[config.mk]
export PLATFORM = sky130hd
export DESIGN_NAME = i2c_slave_ctrl
export DESIGN_NICKNAME = d
export VERILOG_FILES = /design/src/rtl/i2c_pkg.sv /design/src/rtl/i2c_fsm_transition_detect.sv /design/src/rtl/i2c_slave_ctrl.sv
export SDC_FILE = /design/constraint.sdc
export NUM_CORES = 1
export LEC_CHECK = 0
export CELL_PAD_IN_SITES_DETAIL_PLACEMENT = 1
export CELL_PAD_IN_SITES_GLOBAL_PLACEMENT = 1
export CORE_MARGIN = 1.5
export CORE_UTILIZATION = 43
export DETAILED_ROUTE_END_ITERATION = 6
export PLACE_DENSITY_LB_ADDON = 0.1
export SLEW_MARGIN = 20
export SYNTH_ARGS = -nofsm -noshare
export SYNTH_HDL_FRONTEND = slang
export SYNTH_HIERARCHICAL = 1
export SYNTH_SLANG_ARGS = --single-unit
[constraint.sdc]
create_clock -name clk -period 2.69 [get_ports clk]
set_clock_uncertainty 0.1 [all_clocks]
set_input_delay 0.807 -clock clk [delete_from_list [all_inputs] [get_ports clk]]
set_output_delay 0.807 -clock clk [all_outputs]
set_load 0.01 [all_outputs]
[src/rtl/i2c_pkg.sv]
// rtl/i2c_pkg.sv - shared widths and FSM state encoding for the I2C slave controller
package i2c_pkg;

    localparam int I2C_ADDR_W = 7;
    localparam int I2C_BYTE_W = 8;

    typedef enum logic [2:0] {
        ST_IDLE,
        ST_ADDR,
        ST_ADDR_ACK,
        ST_WRITE,
        ST_WRITE_ACK,
        ST_READ,
        ST_READ_ACK,
        ST_IGNORE
    } state_e;

endpackage

[src/rtl/i2c_fsm_transition_detect.sv]
// rtl/i2c_fsm_transition_detect.sv - registered rise/fall detector with aligned delayed level
module i2c_fsm_transition_detect (
    input  logic clk,
    input  logic rst,
    input  logic din_i,
    output logic level_o,
    output logic rise_o,
    output logic fall_o
);

    logic din_q;
    logic lvl_q;
    logic rise_q;
    logic fall_q;

    // Idle bus level is high, so reset to 1 to avoid a spurious edge after reset.
    always_ff @(posedge clk or posedge rst) begin
        if (rst) begin
            din_q  <= 1'b1;
            lvl_q  <= 1'b1;
            rise_q <= 1'b0;
            fall_q <= 1'b0;
        end else begin
            din_q  <= din_i;
            lvl_q  <= din_q;
            rise_q <= din_q & ~lvl_q;
            fall_q <= ~din_q & lvl_q;
        end
    end

    // lvl_q carries the same two-cycle delay as the pulses.
    assign level_o = lvl_q;
    assign rise_o  = rise_q;
    assign fall_o  = fall_q;

endmodule

[src/rtl/i2c_slave_ctrl.sv]
// rtl/i2c_slave_ctrl.sv - 7-bit address I2C slave protocol controller with open-drain SDA enable
module i2c_slave_ctrl
    import i2c_pkg::*;
#(
    parameter logic [I2C_ADDR_W-1:0] ADDR        = 7'h50,
    parameter int                    SYNC_STAGES = 2
) (
    input  logic                  clk,
    input  logic                  rst,
    input  logic                  scl_in,
    input  logic                  sda_in,
    output logic                  sda_oe,
    input  logic [I2C_BYTE_W-1:0] tx_data,
    output logic                  tx_req,
    output logic [I2C_BYTE_W-1:0] rx_data,
    output logic                  rx_valid,
    output logic                  rw,
    output logic                  busy,
    output logic                  addr_hit
);

    logic [SYNC_STAGES-1:0] scl_sync_q;
    logic [SYNC_STAGES-1:0] sda_sync_q;

    always_ff @(posedge clk or posedge rst) begin
        if (rst) begin
            scl_sync_q <= '1;
            sda_sync_q <= '1;
        end else begin
            scl_sync_q <= {scl_sync_q[SYNC_STAGES-2:0], scl_in};
            sda_sync_q <= {sda_sync_q[SYNC_STAGES-2:0], sda_in};
        end
    end

    logic scl_lvl, scl_rise, scl_fall;
    logic sda_lvl, sda_rise, sda_fall;

    i2c_fsm_transition_detect u_scl_det (
        .clk     (clk),
        .rst     (rst),
        .din_i   (scl_sync_q[SYNC_STAGES-1]),
        .level_o (scl_lvl),
        .rise_o  (scl_rise),
        .fall_o  (scl_fall)
    );

    i2c_fsm_transition_detect u_sda_det (
        .clk     (clk),
        .rst     (rst),
        .din_i   (sda_sync_q[SYNC_STAGES-1]),
        .level_o (sda_lvl),
        .rise_o  (sda_rise),
        .fall_o  (sda_fall)
    );

    state_e                  state_q, state_d;
    logic [I2C_BYTE_W-1:0]   shift_q, shift_d;
    logic [3:0]              cnt_q, cnt_d;
    logic                    sda_oe_q, sda_oe_d;
    logic [I2C_BYTE_W-1:0]   rx_data_q, rx_data_d;
    logic                    rx_valid_q, rx_valid_d;
    logic                    tx_req_q, tx_req_d;
    logic                    rw_q, rw_d;
    logic                    busy_q, busy_d;
    logic                    addr_hit_q, addr_hit_d;
    logic [I2C_BYTE_W-1:0]   byte_in;

    always_ff @(posedge clk or posedge rst) begin
        if (rst) begin
            state_q    <= ST_IDLE;
            shift_q    <= '0;
            cnt_q      <= '0;
            sda_oe_q   <= 1'b0;
            rx_data_q  <= '0;
            rx_valid_q <= 1'b0;
            tx_req_q   <= 1'b0;
            rw_q       <= 1'b0;
            busy_q     <= 1'b0;
            addr_hit_q <= 1'b0;
        end else begin
            state_q    <= state_d;
            shift_q    <= shift_d;
            cnt_q      <= cnt_d;
            sda_oe_q   <= sda_oe_d;
            rx_data_q  <= rx_data_d;
            rx_valid_q <= rx_valid_d;
            tx_req_q   <= tx_req_d;
            rw_q       <= rw_d;
            busy_q     <= busy_d;
            addr_hit_q <= addr_hit_d;
        end
    end

    // In the ACK states cnt_q marks whether the 9th scl_rise has been seen;
    // in READ_ACK it marks a master ACK sampled on that rise.
    always_comb begin
        state_d    = state_q;
        shift_d    = shift_q;
        cnt_d      = cnt_q;
        sda_oe_d   = sda_oe_q;
        rx_data_d  = rx_data_q;
        rx_valid_d = 1'b0;
        tx_req_d   = 1'b0;
        rw_d       = rw_q;
        busy_d     = busy_q;
        addr_hit_d = addr_hit_q;
        byte_in    = {shift_q[I2C_BYTE_W-2:0], sda_lvl};

        if (sda_fall && scl_lvl) begin
            state_d    = ST_ADDR;
            cnt_d      = '0;
            shift_d    = '0;
            busy_d     = 1'b1;
            addr_hit_d = 1'b0;
            sda_oe_d   = 1'b0;
        end else if (sda_rise && scl_lvl) begin
            state_d    = ST_IDLE;
            cnt_d      = '0;
            busy_d     = 1'b0;
            addr_hit_d = 1'b0;
            sda_oe_d   = 1'b0;
        end else begin
            case (state_q)
                ST_ADDR: begin
                    if (scl_rise) begin
                        shift_d = byte_in;
                        cnt_d   = cnt_q + 4'd1;
                        if (cnt_q == 4'd7) begin
                            cnt_d = '0;
                            if (shift_q[I2C_ADDR_W-1:0] == ADDR) begin
                                state_d    = ST_ADDR_ACK;
                                rw_d       = sda_lvl;
                                addr_hit_d = 1'b1;
                            end else begin
                                state_d = ST_IGNORE;
                            end
                        end
                    end
                end
                ST_ADDR_ACK, ST_WRITE_ACK: begin
                    if (scl_rise) begin
                        cnt_d = 4'd1;
                    end else if (scl_fall) begin
                        if (cnt_q == 4'd0) begin
                            sda_oe_d = 1'b1;
                        end else begin
                            cnt_d = '0;
                            if (state_q == ST_WRITE_ACK || !rw_q) begin
                                state_d  = ST_WRITE;
                                sda_oe_d = 1'b0;
                            end else begin
                                state_d  = ST_READ;
                                tx_req_d = 1'b1;
                                shift_d  = tx_data;
                                sda_oe_d = ~tx_data[I2C_BYTE_W-1];
                            end
                        end
                    end
                end
                ST_WRITE: begin
                    if (scl_rise) begin
                        shift_d = byte_in;
                        cnt_d   = cnt_q + 4'd1;
                        if (cnt_q == 4'd7) begin
                            cnt_d      = '0;
                            rx_data_d  = byte_in;
                            rx_valid_d = 1'b1;
                            state_d    = ST_WRITE_ACK;
                        end
                    end
                end
                ST_READ: begin
                    if (scl_rise) begin
                        cnt_d = cnt_q + 4'd1;
                    end else if (scl_fall) begin
                        if (cnt_q == 4'd8) begin
                            cnt_d    = '0;
                            sda_oe_d = 1'b0;
                            state_d  = ST_READ_ACK;
                        end else begin
                            shift_d  = {shift_q[I2C_BYTE_W-2:0], 1'b0};
                            sda_oe_d = ~shift_q[I2C_BYTE_W-2];
                        end
                    end
                end
                ST_READ_ACK: begin
                    if (scl_rise) begin
                        if (sda_lvl) begin
                            state_d = ST_IGNORE;
                        end else begin
                            cnt_d = 4'd1;
                        end
                    end else if (scl_fall && cnt_q == 4'd1) begin
                        cnt_d    = '0;
                        tx_req_d = 1'b1;
                        shift_d  = tx_data;
                        sda_oe_d = ~tx_data[I2C_BYTE_W-1];
                        state_d  = ST_READ;
                    end
                end
                ST_IGNORE: begin
                    sda_oe_d = 1'b0;
                end
                default: begin
                end
            endcase
        end
    end

    assign sda_oe   = sda_oe_q;
    assign tx_req   = tx_req_q;
    assign rx_data  = rx_data_q;
    assign rx_valid = rx_valid_q;
    assign rw       = rw_q;
    assign busy     = busy_q;
    assign addr_hit = addr_hit_q;

endmodule

==> flow_summary.yaml, run 1 <==
clock_tree:
  cts_buffers: 5
  ctsHtreeMaxLevel: 2
  path_clk_slew_ps: 80
  cts.sinks: 40
  clockRootBuffer: "clkbuf_8"
  clk_latency_ps: 290
  cts.path.max_buffers: 2
  cts_tree: "done"
synth:
  ys_warn_count: 6
  synth_fa_ha_area_share_pct: 1.74
  synth_edf_count: 0
  synth_ff_type: "dfrtp_1"
  async_flop_share_pct: 100
  netlist.area_leader.share_pct: 37.2
  synth_cell_type_count: 50
  yosysSeqAreaShare_pct: 46.9
  synth_area_leaders: "dfrtp_1 (37%), dfstp_2 (9.8%), mux2_2 (5.2%)"
  synth_area_sq_mm: 0.00215
  synthCells: 212
  avgSynthCellArea_sq_um: 10.2
  synth_top_area_cell: "dfrtp_1"
  synth-xor-area-share_pct: 0.407
  synthMuxAreaShare_pct: 9.88
  ys_ff_latch: 40
  synth_top_family_by_area: "simple AND/OR/NAND/NOR gates"
  synth-compound-area-share_pct: 16.3
  syn_nets: 227
  synth_simple_gate_area_share_pct: 20.5
sta:
  fmax_mhz: 422
  setup_violations: 0
  holdWs_ps: 259
  fin_crit_sh_pct: 88.0
  worstMarginPinSlew_ps: 738
  tns_ps: 0
  post-route-min-period_ps: 2370
  hold_viol: 0
  timing.slew.headroom_pct: 50.5
  slew_viol_final: 0
  setup_slack_ps: 322
  rsz0062_at_grt: "false"
worst_setup_path:
  r2r_slack_ps: 320
  cp-start-kind: "register"
  reg2reg_to: "shift_q[5]"
  reg2reg_from: "cnt_q[1]"
  crit_required_ps: 2760
  end_kind: "register"
  crit_path_max_fanout: 11
  crit_type: "reg -> reg"
  ff2ff_path_depth: 7
  crit_arrival_ps: 2440
floorplan:
  row_count: 25
  dieHeight_microns: 73.8
  fp.dieArea_sq_mm: 0.00544
  die_width_microns: 73.8
  pin_count: 26
  core_area_sq_mm: 0.00479
  start_util_pct: 45.0
finish:
  drive_above_1_share_pct: 17.3
  fillers: 545
  final_area_sq_mm: 0.00263
  syn_to_final_growth_pct: 22.2
  diodes: 0
  final_nets: 257
pwr:
  p_leak_nw: 1.15
  vdd_drop_max_mv: 0.436
  powerDensity_mw_per_mm2: 899
drt:
  avgRoutedWirePerCell_microns: 18.6
  drt-initial-drc-count: 96
  drt_wl_total_mm: 5.77
  viasPerCell: 5.65
  ant_nets: 0
  num_vias: 1753
  drc_errors: 0
  firstDrtPassIters: 4
global_routing:
  grt_pass1_vias: 1868
  gr-total-overflow: 0
  grt_first_pass_wirelength_mm: 9.74
  grt_usage_pct: 23.8
  grt_max_degree: 27
  antenna_found_initial: 0
worst_hold_path:
  min_path_type: "reg -> reg"
  hold-path-endpoint: "u_sda_det/din_q"
  whs_path_depth: 0
  min-delay-start: "sda_sync_q[1]"
placement:
  place_hpwl_mm: 4.23
  gp_congestion: 0.885
  place_ws_ps: 37.8
  place_area_sq_mm: 0.00252
  port-buffer-count: 25
run_status:
  outcome: "finished, final reports clean"
job:
  drv_cap: 0
layout make-up:
cell class              instances  area, sq um  share of cell area (%)
well taps                      67         83.8                    3.19
flip-flops and latches         40         1010                    38.4
clock buffers                   6         72.6                    2.76
inverters                       9         33.8                    1.28
multi-input cells             151         1060                    40.2
repair buffers                 35          338                    12.8
clock inverters                 2         35.0                    1.33
kinds of logic (layout without fill, tap and decap cells):
group | count (synthesis) | after routing
simple gates | 75 | 75
compound gates | 52 | 52
mux | 20 | 20
xor+xnor | 1 | 1
fa+ha+maj | 3 | 3
buf+inv | 21 | 52
flops | 40 | 40
synthesized netlist by cell type, types with 4 or more instances:
master,instances
nand2_1,13
nor3b_1,6
buf_2,9
mux2_2,10
and3_1,4
o21ai_0,6
nor2_1,11
inv_1,9
nor2b_1,9
dfrtp_1,32
a21oi_1,16
a211oi_1,4
dfstp_2,8
nor3_1,6
nand3_1,4
mux2i_1,10
how the worst max path moves through the flow:
stage	from	to	slack [ps]	depth (start not counted)
after floorplan	cnt_q[1]	state_q[1]	750	7
after global placement	cnt_q[1]	shift_q[0]	240	7
after detailed placement	cnt_q[1]	shift_q[5]	40	7
after CTS	cnt_q[1]	shift_q[0]	330	7
after global routing	cnt_q[1]	shift_q[0]	130	7
final	cnt_q[1]	shift_q[5]	320	7
through the flow:
stage	power, mW	utilization, %	instances
detailed placement	1.87	52.6	302
global placement	1.81	52.6	302
finish	2.37	55.0	310
global route	2.52	55.0	310
floorplan	1.56	-	212
CTS	2.37	55.0	310
routing by layer:
layer  share of wire, %  vias up  GRT usage (%)  wire (microns)
met5                  0        -              0               0
met3                2.5        7           3.84             147
met2                 53       26           40.6            3070
met1                 43      899           31.3            2490
li1                   -      821              -               -
met4                1.1        0           6.38              61
power by group:
part	total, mW	switching (mW)	internal (mW)
Clock	0.490	0.214	0.276
Sequential	0.849	0.133	0.716
Combinational	1.03	0.567	0.460
registers in the layout, indices dropped and copies added (netlist names), 2 cells and up:
signal	flops
rx_data	8
cnt_q	4
sda_sync_q	2
state_q	3
shift_q	7
scl_sync_q	2
worst max-delay path, cell delays in order, from the launching register on:
cell	delay, ps
dfrtp_1	390
inv_1	100
ha_1	230
or3b_1	230
a31oi_1	120
o31ai_2	660
and2_1	310
a211oi_1	100
what timing repair did:
| item | 4_1_cts | 5_1_grt |
|---|---|---|
| setup buffers | 0 | 0 |
| setup endpoints to repair | 2 | 0 |
| resized for setup | 1 | 0 |
| hold buffers | 0 | 0 |
cells in the final DEF (no fill, tap or decap), types with 8 or more instances in the layout:
master	synthesis	routed
dfstp_2	8	8
inv_1	9	9
nand2_1	13	13
mux2i_1	10	10
clkdlybuf4s50_1	0	25
buf_4	0	9
a21oi_1	16	16
mux2_2	10	10
dfrtp_1	32	32
nor2b_1	9	9
nor2_1	11	11
(Power assumes the default switching activity.)
==> inputs of run 2 (changes only) <==
CTS_CLUSTER_DIAMETER = 80   (was not set)
PLACE_DENSITY = 0.79   (was not set)
PLACE_DENSITY_LB_ADDON = not set   (was 0.1)
clock period = 2.3 ns   (was 2.69 ns; I/O delays follow)
==> flow_summary.yaml, run 2 (same netlist as run 1, synthesis figures left out) <==
run_status:
  outcome: "finished, final reports clean"
clock_tree:
  cts.sinks: 40
  clk_latency_ps: 300
  cts_tree: "done"
  path_clk_slew_ps: 80
  ctsHtreeMaxLevel: 2
  cts_hold_buf: 0
  clockRootBuffer: "clkbuf_8"
  cts.path.max_buffers: 2
  cts_buffers: 5
worst_hold_path:
  whs_path_depth: 0
  min_path_type: "reg -> reg"
  hold-path-endpoint: "scl_sync_q[1]"
  min-delay-start: "scl_sync_q[0]"
floorplan:
  row_count: 25
  die_width_microns: 73.8
  start_util_pct: 45.0
  core_area_sq_mm: 0.00479
  fp.dieArea_sq_mm: 0.00544
  dieHeight_microns: 73.8
  pin_count: 26
placement:
  place_inst: 305
  place_ws_ps: -202
  place_hpwl_mm: 3.87
  port-buffer-count: 25
  gp_congestion: 0.813
global_routing:
  grt_first_pass_wirelength_mm: 9.20
  grt_pass1_vias: 1794
  antenna_found_initial: 0
  grt_usage_pct: 22.8
  gr-total-overflow: 0
  grt_max_degree: 25
finish:
  final_nets: 261
  layout_commonest_cell: "dfrtp_1"
  fin_util_pct: 55.7
  drive_above_1_share_pct: 20.2
  instances_no_fill: 314
  syn_to_final_growth_pct: 23.9
  mostFrequentLayoutCells: "dfrtp_1 (32), clkdlybuf4s50_1 (25), a21oi_1 (16)"
  diodes: 0
  fillers: 529
  largest_reg_flops: 8
drt:
  drt-initial-drc-count: 126
  viasPerCell: 5.56
  firstDrtPassIters: 4
  avgRoutedWirePerCell_microns: 17.0
  num_vias: 1746
  drt_wl_total_mm: 5.34
  ant_nets: 0
  drc_errors: 0
worst_setup_path:
  crit_path_max_fanout: 6
  crit_arrival_ps: 1370
  r2r_slack_ps: 150
  worstPathCellList: "clkdlybuf4s50_1"
  path_delay_family: "buffers and inverters"
  ff2ff_path_depth: 5
  path_buf_inv: 1
  reg2reg_to: "rw"
  reg2reg_from: "state_q[0]"
  cp_slowest_stage_delay_ps: 590
  crit_required_ps: 1510
  critPathSlowestCell: "clkdlybuf4s50_1"
  crit_type: "reg -> out"
  cp-start-kind: "register"
  end_kind: "output port"
sta:
  setup_slack_ps: 137
  worstMarginPinSlew_ps: 519
  timing.slew.headroom_pct: 65.4
  post-route-min-period_ps: 2160
  rsz0062_at_grt: "true"
  fmax_mhz: 462
  hold_viol: 0
  fin_crit_sh_pct: 94.0
  slew_viol_final: 0
  setup_violations: 0
pwr:
  p_leak_nw: 1.16
  power_mw: 2.72
  powerDensity_mw_per_mm2: 1020
  vdd_drop_max_mv: 0.471
job:
  drv_cap: 0
[run 2: cell types whose count changed in the layout (fill, tap and decap cells not counted), sizes merged]
cell and change:
buf +4, bufinv -1, clkbuf -1, clkinvlp +1, inv +1
[run 2: timing repair]
item	4_1_cts	5_1_grt
endpoints found under the setup margin	7	8
buffers inserted	0	1
pin swaps	0	1
resized for setup	1	4
[run 2: worst max-delay path by stage]
stage                     slack (ps)  cells past startpoint         end  startpoint
after detailed placement        -200                      7  shift_q[3]    cnt_q[1]
after floorplan                  360                      7  state_q[1]    cnt_q[1]
after global routing             -20                      7  shift_q[0]    cnt_q[1]
after CTS                        100                      7  shift_q[3]    cnt_q[1]
final                            140                      1          rw          rw
after global placement          -140                      7  shift_q[3]    cnt_q[1]
[run 2: where the power goes]
part	internal, mW	leakage [nW]	switching, mW
clock	0.215	0.0445	0.261
sequential	0.836	0.504	0.203
combinational	0.586	0.613	0.617
total	1.64	1.16	1.08
[run 2: routing by layer]
layer	routed length (microns)	vias to the layer above	track usage, %
met5	0	-	0
met4	62	0	6.58
met3	133	8	3.70
met2	2660	27	37.6
met1	2480	883	30.7
li1	-	828	-
[run 2: per-stage QoR]
| stage | hold slack [ps] | TNS (ps) | area [sq um] |
|---|---|---|---|
| after detailed placement | 248 | -1170 | 2540 |
| after CTS | 261 | 0 | 2640 |
| after global placement | 246 | -757 | 2540 |
| final | 259 | 0 | 2670 |
| after global routing | 262 | -25.0 | 2670 |
| after floorplan | 245 | 0 | 2150 |
[run 2: area by class of cell]
class | instances | area [sq um] | area share, %
Inverter | 9 | 33.8 | 1.27
Sequential cell | 40 | 1010 | 37.9
Tap cell | 67 | 83.8 | 3.14
Multi-Input combinational cell | 151 | 1080 | 40.5
Clock buffer | 5 | 68.8 | 2.58
Timing Repair Buffer | 39 | 368 | 13.8
Clock inverter | 3 | 21.3 | 0.797
==> RTL edit 1: new RTL, config.mk and constraints of run 1 <==
`rx_data_q` no longer has a reset.
--- a/src/rtl/i2c_slave_ctrl.sv
+++ b/src/rtl/i2c_slave_ctrl.sv
@@ -71,7 +71,6 @@
             shift_q    <= '0;
             cnt_q      <= '0;
             sda_oe_q   <= 1'b0;
-            rx_data_q  <= '0;
             rx_valid_q <= 1'b0;
             tx_req_q   <= 1'b0;
             rw_q       <= 1'b0;
@@ -82,13 +81,16 @@
             shift_q    <= shift_d;
             cnt_q      <= cnt_d;
             sda_oe_q   <= sda_oe_d;
-            rx_data_q  <= rx_data_d;
             rx_valid_q <= rx_valid_d;
             tx_req_q   <= tx_req_d;
             rw_q       <= rw_d;
             busy_q     <= busy_d;
             addr_hit_q <= addr_hit_d;
         end
+    end
+
+    always_ff @(posedge clk) begin
+        rx_data_q <= rx_data_d;
     end
 
     // In the ACK states cnt_q marks whether the 9th scl_rise has been seen;
Behaviour: same outputs for any inputs over 10 cycles, from zero or initial values and one cycle with rst high; that may be too few to reach the edited logic, so the function may still have changed.
==> RTL edit 1 against run 1 <==
Combinational power grew 8%; worst hold slack improved by 0.0028 ns; setup slack lost 0.084 ns; total power up 5.4%; sequential cell count stayed put; global-route usage grew 0.50 points; routed wire length grew 6.6%; area after synthesis up 1.9%; core utilization up 0.40 points; largest power group unchanged; design area is 1.4% higher.
==> RTL edit 1: results (changes against run 1) <==
Outcome = finished clean
Reg-to-reg endpoint = state_q[2]
Post-synthesis sequential area ratio = 47.92% (+0.97 points)
Pin count of the biggest net entering global routing = 25 (-7.4%)
Ys async rst share = 80.00% (-20 points)
Max Freq = 407.9 MHz (-3.4%)
Gate Count Post-Synth = 221 (+4.2%)
Leak pwr = 1.047 nW (-9.1%)
Post-synthesis cell type count = 52 (+4.0%)
Slew margin rel. = 60.86% (+10 points)
Gpl congestion = 0.9889 (+12%)
Top post-synthesis cells by area = dfrtp_1, edfxtp_1, dfstp_2, nor2b_1, nor3b_1
Via count = 1892 (+7.9%)
First-pass GRT wire length = 10.10 mm (+3.7%)
Fill cells = 564 (+3.5%)
Non-filler cells, final = 319 (+2.9%)
GR Util All Layers = 24.31% (+0.50 points)
FF-to-FF path depth = 4 (-3)
Hold Worst Slack = 0.2618 ns (+0.002789 ns)
EDFF count, synth = 8 (+8)
Synth cell count leaders = dfrtp_1, nand2_1, nor2b_1, o21ai_0
Layout Nets = 266 (+3.5%)
Initial detailed-routing violation count = 107 (+11%)
Syn Nets = 236 (+4.0%)
Clk network pwr share = 18.8% (-1.9 points)
Worst VDD drop = 0.3837 mV (-12%)
Sequential cell power = 0.000915 W (+7.8%)
DR WL/cell = 19.27 µm (+3.6%)
DP Cell Count = 310 (+2.6%)
CP max FO = 19 (+8)
Largest delay share family, worst path = flip-flops
Post_cts resized = 0 (-1)
Syn. warnings = 6 (unchanged)
Vias in the first global route = 1952 (+4.5%)
CP arrival = 2.54 ns (+0.10 ns)
CTS Buf Count = 5 (unchanged)
Slowest cell delay on critical path = 0.72 ns (+0.06 ns)
Proportion of layout cells with a drive suffix above 1 = 15.08% (-2.2 points)
Reg-to-reg slack, setup = 0.24 ns (-0.08 ns)
Psw = 0.001017 W (+11%)
Hpwl dp = 4.554 mm (+7.7%)
RTL edit 1: layout make-up:
| class | instances | area share (%) |
|---|---|---|
| clock inverters | 2 | 0.6567 |
| clock buffers | 6 | 3.518 |
| flip-flops and latches | 40 | 39.40 |
| well taps | 67 | 3.143 |
| inverters | 10 | 1.407 |
| repair buffers | 38 | 13.04 |
| multi-input cells | 156 | 38.84 |
RTL edit 1: kinds of logic (layout without fill, tap and decap cells):
kind of cell / Yosys count / count (layout) / share of synthesized area, %
buffers and inverters: 25 / 56 / 4.849
and+or+nand+nor: 85 / 85 / 22.88
AOI/OAI and AO/OA: 60 / 60 / 18.88
DFF: 40 / 40 / 47.92
adders and majority gates: 3 / 3 / 1.712
muxes: 8 / 8 / 3.765
RTL edit 1: metal layers:
metal	vias up	share of wire, %	wire length, µm	track usage (%)
li1	885	-	-	-
met1	938	46	2817	33.42
met2	62	48	2960	39.78
met3	7	5.2	317	4.743
met4	0	0.83	51	5.859
met5	-	0	0	0
RTL edit 1: worst min path at each step:
stage	endpoint	start	cells past startpoint
2_1_floorplan	scl_sync_q[1]	scl_sync_q[0]	0
3_3_place_gp	sda_sync_q[1]	sda_sync_q[0]	0
3_5_place_dp	u_sda_det/din_q	sda_sync_q[1]	0
4_1_cts	u_sda_det/din_q	sda_sync_q[1]	0
5_1_grt	scl_sync_q[1]	scl_sync_q[0]	0
6_report	scl_sync_q[1]	scl_sync_q[0]	0
RTL edit 1: stage by stage:
| stage | instance area [µm²] | total power, W |
|---|---|---|
| finish | 2668 | 0.002493 |
| detailed placement | 2549 | 0.002008 |
| global route | 2668 | 0.002647 |
| floorplan | 2193 | 0.001641 |
| CTS | 2660 | 0.002485 |
| global placement | 2549 | 0.001942 |
==> RTL edit 2: new RTL, config.mk and constraints of run 1 <==
Without the edit above. Change the package constant `I2C_BYTE_W` from 8 to 10.
--- a/src/rtl/i2c_pkg.sv
+++ b/src/rtl/i2c_pkg.sv
@@ -2,7 +2,7 @@
 package i2c_pkg;
 
     localparam int I2C_ADDR_W = 7;
-    localparam int I2C_BYTE_W = 8;
+    localparam int I2C_BYTE_W = 10;
 
     typedef enum logic [2:0] {
         ST_IDLE,
Interface: changed (resized rx_data and tx_data); port bits go from 26 to 30. The function was not compared with the original's and may differ.
==> RTL edit 2 against run 1 <==
Synthesized cell count rose by 9.4%; sequential cell count grew 4; worst hold slack worse by 0.0063 ns; cell count up 9.4%; area after synthesis is 15% higher; core utilization down 1.4 points; setup slack worse by 0.0084 ns; design area grew 12%; sequential share of layout area decreased by 0.79 points; routed wire length is 1.4% higher; total power is 4.7% higher; critical path type unchanged; largest power group unchanged.
==> RTL edit 2: results (changes against run 1) <==
Post_cts resized = 0 (-1)
Sw Share = 39.67% (+1.0 points)
Dpl ws = 0.4166 ns (+0.3788 ns)
Max FFs per register = 10 (+2)
Met1 wire length = 2.782 mm (+12%)
Pin count of the biggest net entering global routing = 30 (+11%)
DR WL/cell = 17.24 µm (-7.3%)
Fin util = 53.62% (-1.4 points)
Cell Area, Placed = 0.002865 mm² (+14%)
FFs & Latches = 44 (+10%)
Met1 Use GR = 28.75% (-2.6 points)
Gpl congestion = 0.8706 (-1.6%)
CP max FO = 7 (-4)
Top post-synthesis cells by area = dfrtp_1, dfstp_2, mux2_4, mux2i_1, nand2_1
Largest delay share family, worst path = simple AND/OR/NAND/NOR gates
Drt via density = 5.637 (-0.31%)
Synth cell count leaders = dfrtp_1, nand2_1, nor2_1
Hold path cells = 0 (unchanged)
Count of multi-input gates = 163 (+7.9%)
Vias in the first global route = 1965 (+5.2%)
Non-filler cells, final = 339 (+9.4%)
Final non-clock buffer share = 13.05% (+0.21 points)
Multi-input combinational cell area = 0.001234 mm² (+17%)
GR Util met3 = 3.448% (-0.39 points)
Post-synthesis sequential area ratio = 45.01% (-1.9 points)
Worst VDD drop = 0.3348 mV (-23%)
Fill cells = 607 (+11%)
Met2 Use GR = 34.83% (-5.8 points)
Seq/total area = 37.63% (-0.79 points)
Hold Worst Slack = 0.2526 ns (-0.006342 ns)
GR Util All Layers = 21.11% (-2.7 points)
Hpwl dp = 4.289 mm (+1.4%)
Clock-cell share of area = 2.966% (-1.1 points)
N_taps = 72 (+7.5%)
Leak pwr = 1.302 nW (+13%)
FF-to-FF path depth = 8 (+1)
Crit path from = cnt_q[0]
Initial detailed-routing violation count = 134 (+40%)
Layout Nets = 283 (+10%)
IO buf count = 29 (+16%)
Non-clock buffer total of the final layout = 40 (+14%)
CP arrival = 2.49 ns (+0.05 ns)
Met3 routed WL = 169 µm (+15%)
Routed wl met2 = 2.821 mm (-8.0%)
DP Cell Count = 331 (+9.6%)
Syn Nets = 249 (+9.7%)
Least-Margin Pin Slew = 0.6536 ns (-0.08462 ns)
Outcome = finished clean
Non-clk invs = 12 (+3)
Origin of the worst min-delay path = sda_sync_q[1]
[RTL edit 2: cell count changes after synthesis, moves of 4 or more]
cell,delta
o21ai_0,+6
o211ai_1,+8
mux2_2,-8
mux2_4,+9
dfrtp_1,+4
nand2_1,+8
buf_2,-6
nor3_1,-6
nand2b_1,+9
nor2_1,+4
a21oi_1,-12
[RTL edit 2: cells by family after synthesis]
logic type,share of synthesized area (%)
simple gates,21.14
compound gates,15.81
flops,45.01
buf+inv,5.017
mux,10.85
fa+ha+maj,1.521
xor+xnor,0.6591
[RTL edit 2: power by group through the flow]
stage / Clock, W / Combinational, W / Sequential [W]
after floorplan: 0 / 0.000901 / 0.000882
after global placement: 0 / 0.00110 / 0.000948
after detailed placement: 0 / 0.00112 / 0.000952
after CTS: 0.000431 / 0.00113 / 0.000940
after global routing: 0.000458 / 0.00124 / 0.000961
final: 0.000415 / 0.00113 / 0.000936
